## src/rtl/cnn_pkg.sv

```systemverilog
// Shared CNN datapath types: pixel/window containers and the
// window sequencer's state encoding.
package cnn_pkg;

    localparam int PIX_W = 16;

    typedef logic signed [PIX_W-1:0] pixel_t;
    typedef pixel_t [3:0] window_t;

    typedef enum logic [2:0] {
        FILL,
        ISSUE,
        WAIT_FIN,
        WAIT_REL,
        EMIT
    } state_t;

endpackage

```

## src/rtl/pool_window_sequencer.sv

```systemverilog
// Buffers one MxM feature map, then walks it in stride-2 2x2 windows,
// handshaking each with the pooling core and streaming the results.
module pool_window_sequencer
    import cnn_pkg::*;
#(
    parameter int M = 6,
    parameter int W = 16
) (
    input  logic                clk,
    input  logic                rst,
    input  logic                in_valid,
    input  logic signed [W-1:0] in_pixel,
    output logic                in_ready,
    output logic                win_start,
    output logic [4*W-1:0]      win_pixels,
    input  logic                win_finish,
    input  logic signed [W-1:0] win_result,
    output logic                out_valid,
    output logic signed [W-1:0] out_pixel,
    output logic                out_last,
    input  logic                out_ready
);

    localparam int N  = M * M;
    localparam int H  = M / 2;
    localparam int CW = $clog2(N);
    localparam int HW = (H > 1) ? $clog2(H) : 1;

    generate
        if (M < 2 || (M % 2) != 0) begin : g_bad_m
            $error("pool_window_sequencer: M must be even and >= 2");
        end
    endgenerate

    state_t state, state_n;

    logic signed [W-1:0] mem [N];
    logic [CW-1:0] pix_cnt;
    logic [CW-1:0] base;
    logic [HW-1:0] wr, wc;
    logic          accept;
    logic          last_pix;
    logic          last_win;

    assign in_ready = (state == FILL);
    assign accept   = in_valid && in_ready;
    assign last_pix = (pix_cnt == CW'(N - 1));
    assign last_win = (wr == HW'(H - 1)) && (wc == HW'(H - 1));
    // top-left pixel of window (wr, wc) in the row-major buffer
    assign base = CW'(2 * M * int'(wr) + 2 * int'(wc));

    always_ff @(posedge clk) begin
        if (accept) begin
            mem[pix_cnt] <= in_pixel;
        end
    end

    always_comb begin
        state_n = state;
        case (state)
            FILL:     if (accept && last_pix) state_n = ISSUE;
            ISSUE:    state_n = WAIT_FIN;
            WAIT_FIN: if (win_finish) state_n = WAIT_REL;
            WAIT_REL: if (!win_finish) state_n = EMIT;
            EMIT:     if (out_ready) state_n = last_win ? FILL : ISSUE;
            default:  state_n = FILL;
        endcase
    end

    always_ff @(posedge clk) begin
        if (rst) begin
            state      <= FILL;
            pix_cnt    <= '0;
            wr         <= '0;
            wc         <= '0;
            win_start  <= 1'b0;
            win_pixels <= '0;
            out_valid  <= 1'b0;
            out_pixel  <= '0;
            out_last   <= 1'b0;
        end else begin
            state <= state_n;
            case (state)
                FILL: begin
                    if (accept) begin
                        pix_cnt <= last_pix ? '0 : pix_cnt + CW'(1);
                        if (last_pix) begin
                            wr <= '0;
                            wc <= '0;
                        end
                    end
                end
                ISSUE: begin
                    win_pixels <= {mem[base],
                                   mem[base + CW'(1)],
                                   mem[base + CW'(M)],
                                   mem[base + CW'(M + 1)]};
                    win_start  <= 1'b1;
                end
                WAIT_FIN: begin
                    if (win_finish) begin
                        out_pixel <= win_result;
                        win_start <= 1'b0;
                    end
                end
                WAIT_REL: begin
                    if (!win_finish) begin
                        out_valid <= 1'b1;
                        out_last  <= last_win;
                    end
                end
                EMIT: begin
                    if (out_ready) begin
                        out_valid <= 1'b0;
                        out_last  <= 1'b0;
                        if (!last_win) begin
                            if (wc == HW'(H - 1)) begin
                                wc <= '0;
                                wr <= wr + HW'(1);
                            end else begin
                                wc <= wc + HW'(1);
                            end
                        end
                    end
                end
                default: ;
            endcase
        end
    end

endmodule
```

## config.mk

```make
export PLATFORM = sky130hd
export DESIGN_NAME = pool_window_sequencer
export DESIGN_NICKNAME = d
export VERILOG_FILES = /design/src/rtl/cnn_pkg.sv /design/src/rtl/pool_window_sequencer.sv
export SDC_FILE = /design/constraint.sdc
export NUM_CORES = 1
export LEC_CHECK = 0
export BUFFER_PORTS_ARGS = -buffer_cell sky130_fd_sc_hd__buf_2
export CAP_MARGIN = 20
export CELL_PAD_IN_SITES_DETAIL_PLACEMENT = 1
export CELL_PAD_IN_SITES_GLOBAL_PLACEMENT = 2
export CORE_ASPECT_RATIO = 0.6
export CORE_MARGIN = 2
export CORE_UTILIZATION = 44
export CTS_BUF_LIST = sky130_fd_sc_hd__clkbuf_8
export CTS_CLUSTER_DIAMETER = 100
export CTS_CLUSTER_SIZE = 20
export DETAILED_ROUTE_END_ITERATION = 10
export PLACE_DENSITY_LB_ADDON = 0.1
export SETUP_SLACK_MARGIN = 0.05
export SLEW_MARGIN = 20
export SYNTH_ARGS = -nofsm -noshare
export SYNTH_HDL_FRONTEND = slang
export SYNTH_SLANG_ARGS = --single-unit
```

## constraint.sdc

```tcl
create_clock -name clk -period 3.5 [get_ports clk]
set_input_delay 0.35 -clock clk [delete_from_list [all_inputs] [get_ports clk]]
set_output_delay 0.35 -clock clk [all_outputs]
set_load 0.02 [all_outputs]
```

==> results.sh, run 1 <==
export IMPL_status="complete, no violations"
export IMPL_clock_latency_ns=0.69
export IMPL_rrSetupSlack_ns=0.40
export IMPL_place_gp_congestion=0.7675
export IMPL_cp_max_fo=21
export IMPL_area_delta_synth_final_pct=10.13
export IMPL_grt_ovfl_total=0
export IMPL_htree_num_levels=2
export IMPL_fp_dieW_microns=340.7
export IMPL_multi_input_area_sq_um=10320
export IMPL_reg2reg_from="wc[1]"
export IMPL_final_hold_violation_count=0
export IMPL_fmax_ghz=0.3227
export IMPL_p_per_area_nw_per_um2=456.7
export IMPL_fin_crit_ns=3.099
export IMPL_place_hpwl_microns=56430
export IMPL_drt_first_iter_violations=1790
export IMPL_cts_max_path_buffers=3
export IMPL_io_pins=121
export IMPL_grt_pass1_wl_microns=130800
export IMPL_r2r_cells=8
export IMPL_start_kind="flop"
export IMPL_portBuffers=120
export IMPL_dp_cells=2686
export IMPL_reg2reg_to="win_pixels[28]"
export IMPL_clock_skew_final_ns=0.04107
export IMPL_hold_path_class="in2reg"
export IMPL_yosys_warnings=0
export IMPL_dieHeight_microns=206.0
export IMPL_setup_tns_ns=0
export IMPL_grt_usage_pct=26.33
export IMPL_rsz0062_at_grt="no"
export IMPL_async_flop_share_pct=0
export IMPL_holdPathEnd="state[2]"
export IMPL_tightest_slew_ns=1.060
export IMPL_vias=17223
export IMPL_grt_pass1_vias=17595
export IMPL_synthCells=1705
export IMPL_setup_ws_ns=0.4008
export IMPL_rows=74
export IMPL_whs_path_depth=3
export IMPL_end_kind="flop"
export IMPL_yosys_register_bits=672
export IMPL_cp_data_arrival_time_ns=3.65
export IMPL_synth_edf_count=576
export IMPL_worstSetupPathType="reg2reg"
export IMPL_synth_cell_types=41
export IMPL_syn_area_sq_um=29930
export IMPL_antenna_found_initial=4
export IMPL_p_total_mw=15.05
export IMPL_pre_cts_ws_ns=0.1816
export IMPL_cts_root_buf="clkbuf_8"
export IMPL_grt_max_degree=99
export IMPL_drc=0
export IMPL_start_util_pct=44.22
export IMPL_stdcell_area_sq_um=32960
export IMPL_wl_microns=91240
export IMPL_coreArea_sq_um=67680
export IMPL_fillCellCount=6291
export IMPL_clk_pin_slew_ns=0.13
export IMPL_slew_viol_final=0
export IMPL_fin_crit_sh_pct=88.55
export IMPL_syn_area_per_cell_sq_um=17.55
export IMPL_cts_tree="done"
export IMPL_max_cap_violations=0
export IMPL_fin_nets=1877
export IMPL_ff_latch_area_sq_um=19220
export IMPL_first_pass_iters=5
export IMPL_drive_gt1_share_pct=34.53
export IMPL_die_area_sq_um=70190
export IMPL_synth_main_ff_cell="edfxtp_1"
export IMPL_cp_required_ns=4.05
export IMPL_leakage_nw=10.09
export IMPL_hold_ws_ns=0.09097
export IMPL_relSlewSlack_pct=29.31
export IMPL_cts_buffers=39
export IMPL_utilization_pct=48.70
export IMPL_place_area_sq_um=32100
export IMPL_ys_seq_area_share_pct=64.21
export IMPL_syn_nets=1749
export IMPL_ant_nets=0
export IMPL_hp_start="out_ready"
export IMPL_ir_drop_v=0.0003836
export IMPL_fin_cells=2775
export IMPL_setup_violations=0
export IMPL_clock_sinks=672
export IMPL_detail_route_wl_per_cell_microns=32.88
export IMPL_viasPerCell=6.206
sequential cells by signal (all words and copies together), names as in the netlist:
name	count
pix_cnt	6
out_pixel	16
state	3
win_pixels	64
wc	2
wr	2
out_valid	1
out_last	1
win_start	1
mem	576
worst max-delay path by stage:
stage	startpoint	end	slack [ns]	depth (start not counted)
floorplan	wc[0]	win_pixels[1]	0.12	13
global placement	wr[0]	win_pixels[24]	0.26	11
detailed placement	wr[0]	win_pixels[22]	0.18	10
CTS	wr[0]	win_pixels[22]	0.15	10
global route	wr[0]	win_pixels[22]	0.22	12
finish	wc[1]	win_pixels[28]	0.40	8
power breakdown:
part	switching (mW)	internal, mW
Clock	2.51	1.11
Sequential	0.284	9.04
Combinational	1.46	0.651
Total	4.25	10.8
kinds of logic (layout without fill, tap and decap cells):
family | Yosys count | in the layout | synth area share [%]
AOI/OAI and AO/OA | 206 | 206 | 4.310
and+or+nand+nor | 261 | 261 | 3.737
xor gates and xnor gates | 7 | 7 | 0.3303
muxes | 419 | 419 | 25.12
adders and majority gates | 7 | 7 | 0.2926
other | 0 | 1 | 0
buffers and inverters | 133 | 290 | 1.998
DFF | 672 | 672 | 64.21
synthesized netlist by cell type (4+ instances only):
| library cell | instances | area (sq um) |
|---|---|---|
| a21oi_1 | 60 | 300.3 |
| a221oi_1 | 64 | 560.5 |
| and3_1 | 4 | 25.02 |
| buf_2 | 49 | 245.2 |
| buf_4 | 5 | 37.54 |
| clkbuf_1 | 66 | 247.7 |
| dfxtp_1 | 96 | 1922 |
| edfxtp_1 | 576 | 17300 |
| ha_1 | 7 | 87.58 |
| inv_1 | 7 | 26.28 |
| mux2_2 | 94 | 1059 |
| mux2i_1 | 67 | 670.6 |
| mux4_2 | 256 | 5766 |
| nand2_1 | 113 | 424.2 |
| nand3_1 | 5 | 25.02 |
| nand3b_1 | 4 | 30.03 |
| nor2_1 | 85 | 319.1 |
| nor2b_1 | 4 | 25.02 |
| nor3_1 | 30 | 150.1 |
| nor3b_1 | 4 | 30.03 |
| o21ai_0 | 67 | 335.3 |
| o21ai_1 | 7 | 35.03 |
routing by layer:
metal,GRT usage (%),share of wire (%),vias to the layer above
li1,-,-,7213
met3,4.930,7.5,84
met2,37.27,43,542
met1,42.40,48,9380
met4,4.862,1.4,4
met5,0,0.028,-
cell type report:
class	instances	share of cell area (%)
clock buffers	41	1.712
diodes	1	0.007592
inverters	7	0.07972
repair buffers	213	4.775
multi-input cells	900	31.30
clock inverters	29	0.3454
flip-flops and latches	672	58.32
well taps	912	3.462
layout by cell type (no fill, tap or decap), types with 2 or more instances in the layout:
master,count
edfxtp_1,576
mux4_2,256
buf_2,120
nand2_1,113
dfxtp_1,95
mux2_2,94
o21ai_0,67
mux2i_1,67
a221oi_1,64
a21oi_1,60
buf_4,58
nor2_1,48
clkbuf_8,41
nor2_2,36
inv_1,35
nor3_1,29
dlygate4sd3_1,17
buf_12,17
o21ai_1,7
ha_1,5
nor2b_1,4
nand3b_1,4
or3_1,3
or3b_2,3
and3_1,3
nor3b_1,3
o31ai_1,3
nand3_1,3
and2_1,2
xnor2_4,2
o22ai_4,2
nand3_2,2
xor2_1,2
mux2_1,2
ha_4,2
what timing repair did:
item	4_1_cts	5_1_grt
hold buffers	17	0
setup endpoints to repair	0	7
endpoints found under the hold margin	17	0
resized for setup	0	0
buffers inserted	0	1
critical path, stage by stage, from the launching register on:
cell and delay [ns]:
dfxtp_1 0.40, ha_4 0.40, inv_1 0.10, ha_4 0.62, buf_4 0.35, mux4_2 0.40, mux2_2 0.30, a221oi_1 0.29
nor3_1 0.07
No activity file was read; power rests on OpenSTA's default activity.
==> run 2, diff against run 1 <==
RECOVER_POWER = 25   (was not set)
==> run 2 against run 1 <==
  * The flow now finishes with violations (capacitance limit, slew limit)
  * Sequential power about the same
  * Register-to-register slack hardly changed
  * Combinational power hardly changed
  * Cell area is essentially flat
  * Critical path type unchanged
  * Largest power group unchanged
==> results.sh, run 2 (synthesis gave the netlist of run 1 again) <==
export IMPL_pre_cts_ws_ns=0.1816
export IMPL_die_area_sq_um=70190
export IMPL_area_delta_synth_final_pct=10.08
export IMPL_clock_latency_ns=0.70
export IMPL_critical_path_buf_inv_count=2
export IMPL_setup_violations=0
export IMPL_start_kind="flop"
export IMPL_setup_ws_ns=0.3911
export IMPL_leakage_nw=10.05
export IMPL_fin_cells=2775
export IMPL_cts_max_path_buffers=3
export IMPL_final_hold_violation_count=0
export IMPL_combPwrFrac_pct=14.0
export IMPL_layout_commonest_cell="edfxtp_1"
export IMPL_ir_drop_v=0.0003813
export IMPL_status="finished, violations left"
export IMPL_largest_register="mem"
export IMPL_grt_pass1_wl_microns=130800
export IMPL_p_sw_mw=4.268
export IMPL_detail_route_wl_per_cell_microns=32.89
export IMPL_critical_path_top_delay_family="adder cells"
export IMPL_reg2reg_from="wc[1]"
export IMPL_antenna_found_initial=4
export IMPL_met2_usage_pct=37.27
export IMPL_rsz0062_at_grt="no"
export IMPL_violations="capacitance limit, slew limit"
export IMPL_grt_ovfl_total=0
export IMPL_coreArea_sq_um=67680
export IMPL_grt_usage_pct=26.33
export IMPL_cts_root_buf="clkbuf_8"
export IMPL_clkPwrFrac_pct=24.1
export IMPL_dp_cells=2686
export IMPL_dieHeight_microns=206.0
export IMPL_reg2reg_to="win_pixels[28]"
export IMPL_rows=74
export IMPL_relSlewSlack_pct=-12.18
export IMPL_place_hpwl_microns=56430
export IMPL_switching_share_pct=28.32
export IMPL_ant_nets=0
export IMPL_grt_busiest_layer="met1"
export IMPL_internal_power_mw=10.80
export IMPL_start_util_pct=44.22
export IMPL_rrSetupSlack_ns=0.39
export IMPL_io_pins=121
export IMPL_clock_sinks=672
export IMPL_wl_microns=91270
export IMPL_setup_tns_ns=0
export IMPL_whs_path_depth=3
export IMPL_hold_path_class="in2reg"
export IMPL_seq_power_share_pct=61.9
export IMPL_cp_required_ns=4.05
export IMPL_biggestRegsByFlops="mem (576), win_pixels (64), out_pixel (16)"
export IMPL_fmax_ghz=0.3217
export IMPL_grt_use_met1_pct=42.40
export IMPL_first_pass_iters=5
export IMPL_place_gp_congestion=0.7675
export IMPL_largest_register_ffs=576
export IMPL_grt_util_met3_pct=4.930
export IMPL_tightest_slew_ns=1.683
export IMPL_p_per_area_nw_per_um2=457.5
export IMPL_drt_first_iter_violations=1806
export IMPL_grt_max_degree=99
export IMPL_holdPathEnd="state[2]"
export IMPL_hold_ws_ns=0.09010
export IMPL_drive_gt1_share_pct=33.83
export IMPL_cp_data_arrival_time_ns=3.66
export IMPL_slew_viol_final=444
export IMPL_fp_dieW_microns=340.7
export IMPL_critPathMaxStageDelay_ns=0.62
export IMPL_crit_chain="ha_4 -> inv_1 -> ha_4 -> buf_4 -> mux4_2 -> mux2_2 -> a221oi_1 -> nor3_1"
export IMPL_drc=0
export IMPL_fin_crit_ns=3.109
export IMPL_max_cap_violations=12
export IMPL_clk_pin_slew_ns=0.14
export IMPL_layout_common_cells="576 x edfxtp_1, 256 x mux4_2, 113 x nand2_1"
export IMPL_worstSetupPathType="reg2reg"
export IMPL_fin_crit_sh_pct=88.83
export IMPL_clock_skew_final_ns=0.04530
export IMPL_p_total_mw=15.07
export IMPL_cp_max_fo=21
export IMPL_slowest_stage="ha_4"
export IMPL_r2r_cells=8
export IMPL_portBuffers=120
export IMPL_grt_pass1_vias=17595
export IMPL_cts_tree="done"
export IMPL_htree_num_levels=2
export IMPL_cp_num_cells=8
export IMPL_fin_nets=1877
export IMPL_vias=17240
export IMPL_hp_start="out_ready"
export IMPL_cts_buffers=39
export IMPL_viasPerCell=6.213
export IMPL_end_kind="flop"
export IMPL_cp_common_cell="ha_4"
-- run 2: cell count changes in the layout (fill, tap and decap cells not counted) --
cell | before | now
clkbuf_1 | 0 | 13
buf_2 | 120 | 107
-- run 2: stage by stage --
step / cell area, sq um / util [%]
floorplan: 29930 / -
global placement: 32070 / 47.38
detailed placement: 32100 / 47.42
CTS: 32940 / 48.67
global route: 32940 / 48.67
finish: 32940 / 48.67
-- run 2: how the worst max path moves through the flow --
stage	from	slack (ns)	endpoint
5_1_grt	wr[0]	0.22	win_pixels[22]
4_1_cts	wr[0]	0.15	win_pixels[22]
3_5_place_dp	wr[0]	0.18	win_pixels[22]
3_3_place_gp	wr[0]	0.26	win_pixels[24]
2_1_floorplan	wc[0]	0.12	win_pixels[1]
6_report	wc[1]	0.39	win_pixels[28]
-- run 2: power groups by stage --
| stage | clock (mW) | sequential, mW | combinational [mW] |
|---|---|---|---|
| finish | 3.63 | 9.33 | 2.11 |
| global placement | 0 | 9.50 | 2.05 |
| detailed placement | 0 | 9.51 | 2.08 |
| CTS | 3.78 | 9.33 | 2.10 |
| global route | 4.03 | 9.37 | 2.25 |
| floorplan | 0 | 9.64 | 0.838 |
-- run 2: worst register-to-register path: stages (launching register included) --
cell and delay (ns):
dfxtp_1 0.41, ha_4 0.40, inv_1 0.10, ha_4 0.62, buf_4 0.37, mux4_2 0.41
mux2_2 0.30, a221oi_1 0.29, nor3_1 0.07
-- run 2: layer usage --
layer	routed length, microns	up-vias	share of wire, %
met4	1350	4	1.5
met1	44240	9384	48
met2	38950	547	43
li1	-	7214	-
met3	6699	91	7.3
met5	26	-	0.028
-- run 2: final cells by class --
type / instances / area [sq um]
flip-flops and latches: 672 / 19220
repair buffers: 213 / 1558
multi-input cells: 900 / 10320
inverters: 7 / 26.28
clock buffers: 41 / 564.3
diodes: 1 / 2.502
well taps: 912 / 1141
fillers: 6293 / 34740
clock inverters: 29 / 113.9
-- run 2: what timing repair did --
action                                  CTS  global route
resized for setup                         0             0
hold buffers                             17             0
endpoints found under the setup margin    0             7
endpoints found under the hold margin    17             0
setup buffers                             0             1
==> run 3, diff against run 2 <==
ABC_CLOCK_PERIOD_IN_PS = 3500   (was not set)
CORE_UTILIZATION = 30   (was 44)
==> run 3 against run 2 <==
  * Highest routed layer unchanged
  * Combinational power rose by 4%
  * Wire length rose by 13%
  * Clock-buffer cell count fell by 2
  * Core utilization fell by 15 points
  * Maximum frequency fell by 3.6%
  * Die area rose by 46%
  * Cell area rose by 1.7%
  * Sequential share of layout area fell by 0.95 points
  * Final cell count rose by 15%
  * The run still ends with capacitance limit, slew limit left
  * Global-route usage fell by 6.2 points
  * Clock skew fell by 0.0091 ns
==> results.sh, run 3 (synthesis gave the netlist of run 1 again) <==
export IMPL_fmax_ghz=0.3099
export IMPL_start_util_pct=30.37
export IMPL_violations="capacitance limit, slew limit"
export IMPL_hold_ws_ns=0.08828
export IMPL_relSlewSlack_pct=-18.35
export IMPL_clk_pin_slew_ns=0.15
export IMPL_io_pins=121
export IMPL_internal_power_mw=10.77
export IMPL_postCtsSetupBuffers=0
export IMPL_p_per_area_nw_per_um2=454.6
export IMPL_cp_max_fo=41
export IMPL_fin_crit_sh_pct=92.19
export IMPL_place_hpwl_microns=63570
export IMPL_drive_gt1_share_pct=33.96
export IMPL_start_kind="flop"
export IMPL_largest_register="mem"
export IMPL_grt_pass1_wl_microns=145800
export IMPL_hold_path_class="in2reg"
export IMPL_htree_num_levels=2
export IMPL_combPwrFrac_pct=14.4
export IMPL_max_cap_violations=10
export IMPL_grt_usage_pct=20.14
export IMPL_ant_nets=0
export IMPL_rows=89
export IMPL_die_area_sq_um=102400
export IMPL_fin_nets=1879
export IMPL_clock_skew_final_ns=0.03622
export IMPL_fin_crit_ns=3.227
export IMPL_status="finished, violations left"
export IMPL_viasPerCell=5.474
export IMPL_worstSetupPathType="reg2reg"
export IMPL_clock_latency_ns=0.71
export IMPL_wl_microns=103500
export IMPL_biggestRegsByFlops="mem (576), win_pixels (64), out_pixel (16)"
export IMPL_clock_sinks=672
export IMPL_vias=17418
export IMPL_seq_power_share_pct=61.4
export IMPL_first_pass_iters=5
export IMPL_grt_max_degree=98
export IMPL_cts_buffers=39
export IMPL_cts_max_path_buffers=3
export IMPL_layout_commonest_cell="edfxtp_1"
export IMPL_p_sw_mw=4.458
export IMPL_tightest_slew_ns=1.775
export IMPL_dp_cells=3096
export IMPL_leakage_nw=10.06
export IMPL_rsz0062_at_grt="no"
export IMPL_cts_tree="done"
export IMPL_cts_resized=0
export IMPL_coreArea_sq_um=98550
export IMPL_grt_ovfl_total=0
export IMPL_fp_dieW_microns=411.8
export IMPL_clkPwrFrac_pct=24.2
export IMPL_switching_share_pct=29.28
export IMPL_final_hold_violation_count=0
export IMPL_drc=0
export IMPL_p_total_mw=15.23
export IMPL_dieHeight_microns=248.7
export IMPL_cp_data_arrival_time_ns=3.80
export IMPL_slew_viol_final=370
export IMPL_setup_violations=0
export IMPL_grt_pass1_vias=17867
export IMPL_end_kind="flop"
export IMPL_ir_drop_v=0.0002435
export IMPL_place_gp_congestion=0.7305
export IMPL_detail_route_wl_per_cell_microns=32.52
export IMPL_postCtsHoldBufs=17
export IMPL_largest_register_ffs=576
export IMPL_drt_first_iter_violations=1528
export IMPL_area_delta_synth_final_pct=11.90
export IMPL_fin_cells=3182
export IMPL_setup_tns_ns=0
export IMPL_antenna_found_initial=12
export IMPL_layout_common_cells="576 x edfxtp_1, 256 x mux4_2, 113 x nand2_1"
export IMPL_cp_required_ns=4.07
export IMPL_portBuffers=120
export IMPL_cts_root_buf="clkbuf_8"
[run 3: cell count changes in the layout (fill, tap and decap cells not counted), moves of 2 or more]
cell,delta
clkbuf_1,-2
buf_12,+6
inv_1,-2
buf_4,-3
buf_2,+2
clkbuf_8,-2
[run 3: final cells by class]
class	count	area, sq um
Multi-Input combinational cell	900	10300
Fill cell	9882	65060
Inverter	7	26.28
Antenna cell	2	5.005
Sequential cell	672	19220
Clock buffer	39	536.8
Timing Repair Buffer	215	1630
Clock inverter	28	113.9
Tap cell	1319	1650
[run 3: critical path, cell delays in order (launching register included)]
cell and delay [ns]:
dfxtp_1 0.48, inv_1 0.10, ha_1 0.29, inv_1 0.07, ha_1 0.37, xnor2_4 0.15, xnor2_4 0.20, buf_12 0.32
buf_12 0.27, mux2_2 0.38, a221oi_1 0.30, nor3_1 0.07
[run 3: final timing paths]
kind	startpoint	to	slack, ns	depth (start not counted)
hold reg to reg	out_pixel[4]	out_pixel[4]	0.46	2
hold / removal	out_ready	state[2]	0.09	3
setup / recovery	wr[0]	win_pixels[22]	0.27	11
setup reg to reg	wr[0]	win_pixels[22]	0.27	11
[run 3: per-stage QoR]
| step | instance area [sq um] | util (%) | worst slack, ns |
|---|---|---|---|
| after global routing | 33490 | 33.98 | 0.08682 |
| final | 33490 | 33.98 | 0.2735 |
| after CTS | 33500 | 33.99 | 0.2382 |
| after floorplan | 29930 | - | 0.1212 |
| after detailed placement | 32680 | 33.16 | 0.2853 |
| after global placement | 32680 | 33.16 | 0.3223 |
[run 3: routing by layer]
layer / GRT usage [%] / wire length, microns / vias up
met4: 3.705 / 1729 / 8
li1: - / - / 7215
met3: 3.100 / 4917 / 108
met5: 0 / 49 / -
met2: 28.02 / 43310 / 410
met1: 32.80 / 53480 / 9677
[run 3: power groups by stage]
stage	combinational (mW)	clock, mW	sequential [mW]
2_1_floorplan	0.838	0	9.64
3_3_place_gp	2.19	0	9.53
3_5_place_dp	2.19	0	9.54
4_1_cts	2.21	3.85	9.36
5_1_grt	2.35	4.11	9.39
6_report	2.19	3.68	9.35
